### src/rtl/hazard_ctrl_pkg.sv
// Shared pipeline definitions used by the hazard unit: the mul/div state encoding,
// the register-0 number and the layout of the MEM control bundle.
package hazard_ctrl_pkg;

  typedef enum logic {
    IDLE = 1'b0,
    BUSY = 1'b1
  } md_state_t;

  localparam logic [4:0] REG_ZERO = 5'd0;

  // MEM control bundle: {MemRead, MemWrite}
  localparam int MEM_CTRL_W   = 2;
  localparam int MEM_READ_BIT = 1;

endpackage

### src/rtl/hazard_ctrl_muldiv_timer.sv
// Multiply/divide occupancy timer: two-state FSM with a 5-bit down-counter and a
// registered one-cycle completion pulse.
module hazard_muldiv_timer
  import hazard_ctrl_pkg::*;
#(
  parameter int MULDIV_LAT = 8
) (
  input  logic Clk,
  input  logic Reset,
  input  logic start,
  output logic busy,
  output logic done
);

  localparam logic [4:0] CNT_LOAD = 5'(MULDIV_LAT - 1);

  md_state_t  state_q, state_d;
  logic [4:0] cnt_q, cnt_d;
  logic       done_q, done_d;

  always_ff @(posedge Clk) begin
    if (Reset) begin
      state_q <= IDLE;
      cnt_q   <= 5'd0;
      done_q  <= 1'b0;
    end else begin
      state_q <= state_d;
      cnt_q   <= cnt_d;
      done_q  <= done_d;
    end
  end

  always_comb begin
    state_d = state_q;
    cnt_d   = cnt_q;
    done_d  = 1'b0;
    case (state_q)
      IDLE: begin
        if (start) begin
          state_d = BUSY;
          cnt_d   = CNT_LOAD;
        end
      end
      BUSY: begin
        // CNT reaching zero ends the occupancy; the pulse lands on the first IDLE cycle
        if (cnt_q == 5'd0) begin
          state_d = IDLE;
          done_d  = 1'b1;
        end else begin
          cnt_d = cnt_q - 5'd1;
        end
      end
      default: begin
        state_d = IDLE;
        cnt_d   = 5'd0;
      end
    endcase
  end

  assign busy = (state_q == BUSY);
  assign done = done_q;

endmodule

### src/rtl/hazard_ctrl.sv
// Pipeline hazard unit: load-use detection, branch flush, mul/div occupancy stall
// and a saturating stall-cycle counter.
module hazard_ctrl
  import hazard_ctrl_pkg::*;
#(
  parameter int MULDIV_LAT = 8
) (
  input  logic        Clk,
  input  logic        Reset,
  input  logic [4:0]  ID_Rs,
  input  logic [4:0]  ID_Rt,
  input  logic        ID_UsesRt,
  input  logic        ID_MulDivStart,
  input  logic        EX_MemRead,
  input  logic [4:0]  EX_DestReg,
  input  logic        EX_BranchTaken,
  output logic        PCWrite,
  output logic        IF_ID_Write,
  output logic        IF_ID_Flush,
  output logic        ID_EX_Bubble,
  output logic        MulDivBusy,
  output logic        MulDivDone,
  output logic [15:0] StallCycles
);

  function automatic logic [15:0] sat_inc16(input logic [15:0] v);
    return (v == 16'hFFFF) ? v : v + 16'd1;
  endfunction

  logic load_use;
  logic md_start;
  logic md_busy;
  logic [15:0] stall_q;

  assign load_use = EX_MemRead & (EX_DestReg != REG_ZERO) &
                    ((EX_DestReg == ID_Rs) | (ID_UsesRt & (EX_DestReg == ID_Rt)));

  // A new mult/div is only accepted when the instruction in ID is actually advancing
  assign md_start = ID_MulDivStart & ~load_use & ~EX_BranchTaken & ~md_busy & ~Reset;

  hazard_muldiv_timer #(
    .MULDIV_LAT(MULDIV_LAT)
  ) u_timer (
    .Clk  (Clk),
    .Reset(Reset),
    .start(md_start),
    .busy (md_busy),
    .done (MulDivDone)
  );

  always_comb begin
    PCWrite      = 1'b1;
    IF_ID_Write  = 1'b1;
    IF_ID_Flush  = 1'b0;
    ID_EX_Bubble = 1'b0;
    if (Reset) begin
      PCWrite      = 1'b0;
      IF_ID_Write  = 1'b0;
      IF_ID_Flush  = 1'b1;
      ID_EX_Bubble = 1'b1;
    end else if (EX_BranchTaken) begin
      IF_ID_Flush  = 1'b1;
      ID_EX_Bubble = 1'b1;
    end else if (md_busy || load_use) begin
      PCWrite      = 1'b0;
      IF_ID_Write  = 1'b0;
      ID_EX_Bubble = 1'b1;
    end
  end

  always_ff @(posedge Clk) begin
    if (Reset) begin
      stall_q <= 16'd0;
    end else if (!PCWrite) begin
      stall_q <= sat_inc16(stall_q);
    end
  end

  assign MulDivBusy  = md_busy;
  assign StallCycles = stall_q;

endmodule

### config.mk
export PLATFORM = sky130hd
export DESIGN_NAME = hazard_ctrl
export DESIGN_NICKNAME = d
export VERILOG_FILES = /design/src/rtl/hazard_ctrl_pkg.sv /design/src/rtl/hazard_ctrl_muldiv_timer.sv /design/src/rtl/hazard_ctrl.sv
export SDC_FILE = /design/constraint.sdc
export NUM_CORES = 1
export LEC_CHECK = 0
export BUFFER_PORTS_ARGS = -buffer_cell sky130_fd_sc_hd__buf_2
export CORE_MARGIN = 2
export CORE_UTILIZATION = 30
export DETAILED_ROUTE_END_ITERATION = 16
export GPL_ROUTABILITY_DRIVEN = 0
export PLACE_DENSITY_LB_ADDON = 0.05
export SLEW_MARGIN = 20
export SYNTH_ARGS = -nofsm -noshare
export SYNTH_HDL_FRONTEND = slang
export SYNTH_SLANG_ARGS = --single-unit
### constraint.sdc
create_clock -name Clk -period 4.8 [get_ports Clk]
set_clock_uncertainty 0.2 [all_clocks]
set_input_delay 0.24 -clock Clk [delete_from_list [all_inputs] [get_ports Clk]]
set_output_delay 0.24 -clock Clk [all_outputs]
set_load 0.1 [all_outputs]
==> metrics.md <==
| Metric | Value |
|---|---|
| Outcome | complete, no violations |
| Die area | roughly 5200 um2 |
| Fill cell count | around 480 |
| First-pass GRT wire length | ~5700 um |
| Crit start category | input port |
| # H-tree levels | 1 |
| Fin. max-slew vios | 0 |
| Mean post-synth cell area | between 8 and 9 um2 |
| Worst slew margin | 0.571 |
| Initial antenna violation count | 0 |
| Syn Inst Count | about 170 |
| Hold Vio Cnt, Final | 0 |
| RSZ-0062 raised after global routing | false |
| Core ar. | 4410 um2 |
| Vias in the first global route | between 1000 and 1500 |
| Hpwl dp | ~2600 um |
| Overall power | 0.395 mW |
| Worst-margin pin slew | 0.638 ns |
| Post-CTS setup buffers | 0 |
| Fin area | about 1700 um2 |
| Post-synth EDFFs | 0 |
| Routed Antenna Nets | 0 |
| Worst Path Max Fanout | 15 |
| Syn-to-layout area delta | 20.3% |
| DRC | 0 |
| Multi-input logic area | approximately 850 um2 |
| Die Ht | ~72 um |
| Cell Pwr Density | roughly 240 nW/um2 |
| Die X-Extent | a little over 70 um |
| NumNets Final | 230 |
| CTS max path bufs | 2 |
| Clock-pin slew on the worst setup and hold paths | about 0.080 ns |
| 1st-pass router iterations | 4 |
| XOR/XNOR Fraction of Synth Area | 0.0947 |
| Io pins | 43 |
| Post-synthesis cell area | between 1000 and 1500 um2 |
| Synth area leader | dfxtp_1 |
| Final period util | 0.553 |
| Ys async rst share | 0 |
| Post-DR wirelength/cell | approximately 13 um |
| Multiplexer share of the synthesized area | 0.0451 |
| Initial Utilization | 0.314 |
| Post-synthesis simple-gate area fraction | 0.304 |
| Total number of vias | between 1000 and 1500 |
| CTS buffer count | 3 |
| Setup TNS Final | 0 ns |
| Gr usage total | 0.135 |
| Rows | 24 |
| Initial DRC count | 34 |
| Utilization after layout | 0.378 |
| Fmax | between 300 and 400 MHz |
| Crit end category | output port |
| FF+latch area | 460 um2 |
| Max Cap Viol | 0 |
| CTS Sinks | 23 |
| Hold Buf Count CTS | 0 |
| Peak supply drop | a little under 0.00009 V |
| Ys flop type | dfxtp_1 |
| Post-synthesis net count | 190 |
| Yosys reg bits | 23 |
| Hold WC Path Type | in2reg |
| Crit Path Class | in2out |
| Synth warnings | 0 |
| Synth top area share | 0.332 |
| Placed cell area | around 1600 um2 |
| CTS tree | yes |
| Total congestion overflow | 0 |
| Synth Area in Adders | 0.0271 |
| Post-synthesis compound-gate area fraction | 0.144 |
| Ranking of synthesized cells by area | dfxtp_1 33%, xnor2_1 6.9%, nor2_1 4.3%, nand3_1 4.0%, a21oi_1 3.6% |
| Share of post-route cells with drive strength above 1 | 0.278 |
| Part of the Yosys area used for sequential elements | 0.332 |
| Library cells used by synthesis | 45 |
| Final setup viols | 0 |
| Count leader, synth | dfxtp_1 |
| Top cells by count, synth | 23 x dfxtp_1, 16 x nor2_1, 11 x nand2_1, 11 x nand3_1, 11 x xnor2_1 |
| P_leak | approximately 0.64 nW |
| CTS Root Cell | clkbuf_8 |
| Pre-CTS WS | around 2.1 ns |
| Antenna Cells | 0 |
| Tmin final | roughly 2.7 ns |
| Final WS setup | 2.15 ns |
| Clk_lat worst skew | approximately 0.26 ns |
| PostCTS Resize Cnt | 0 |
| Main combinational cell family by area after synthesis | simple AND/OR/NAND/NOR gates |
| R2r setup slk | 2.37 ns |
| WL final | between 3000 and 4000 um |
| Largest net degree at the start of global routing | 30 |
| Number of vias per cell | a little over 5 |
| Crit path arrival time | 2.21 ns |
| IO Port Bufs | 42 |
| Worst EP required | around 4.4 ns |
metrics by stage:
step	std cells	hold slack (ns)
2_1_floorplan	166	0.197
3_3_place_gp	253	0.291
4_1_cts	257	0.0703
6_report	257	0.0760
3_5_place_dp	253	0.292
5_1_grt	257	0.0789
report_power, final:
group	switching, mW	internal, mW	total (mW)
clock network	0.0633	0.0579	0.121
logic	0.0534	0.0235	0.0768
registers	0.00291	0.194	0.197
total	0.120	0.275	0.395
worst max-delay path, stage by stage:
cell and delay [ns]:
buf_2 0.12, or4_1 0.53, o21ai_2 0.21, inv_2 0.07, a21oi_4 0.39, nor2_1 0.07
nor2_1 0.12, buf_2 0.44
sequential cells by signal (all words and copies together) (netlist names):
| register | count |
|---|---|
| u_timer.done | 1 |
| StallCycles | 16 |
| u_timer.cnt_q | 5 |
| u_timer.busy | 1 |
placed cells by master, fill, tap and decap left out, drive strengths merged, types with 5 or more instances in the layout:
cell type	netlist	routed
xnor2	11	11
or3	5	5
nor2b	5	5
nand3	12	12
nand2	11	11
inv	9	9
or4	6	6
nor4	5	5
a21oi	11	11
o21ai	6	6
buf	5	42
nor2	16	16
dfxtp	23	23
path summary, 6_finish.rpt:
check,start,end,cells after the start
max,EX_DestReg[1],IF_ID_Write,8
min,ID_MulDivStart,u_timer.busy$_SDFF_PP0_,3
max reg2reg,StallCycles[6]$_SDFFE_PP0P_,StallCycles[1]$_SDFFE_PP0P_,6
min reg2reg,StallCycles[15]$_SDFFE_PP0P_,StallCycles[15]$_SDFFE_PP0P_,2
metal layers:
layer	track usage	routed length [um]
met5	0	0
met4	0.0335	19
met2	0.213	1580
met1	0.193	1640
met3	0.0194	175
kinds of logic (layout without fill, tap and decap cells):
| family | after synthesis | count (layout) |
|---|---|---|
| xor gates and xnor gates | 15 | 15 |
| AOI/OAI and AO/OA | 29 | 29 |
| adders and majority gates | 3 | 3 |
| muxes | 5 | 5 |
| buffers and inverters | 16 | 55 |
| and+or+nand+nor | 75 | 75 |
| DFF | 23 | 23 |
cell type report:
class                      instances  area share
sequential                        23       0.276
timing repair buffer              42       0.126
inverter                           9      0.0202
multi-input combinational        127       0.511
clock buffer                       3      0.0247
clock inverter                     1     0.00300
tap                               52      0.0390
(Power assumes the default switching activity.)
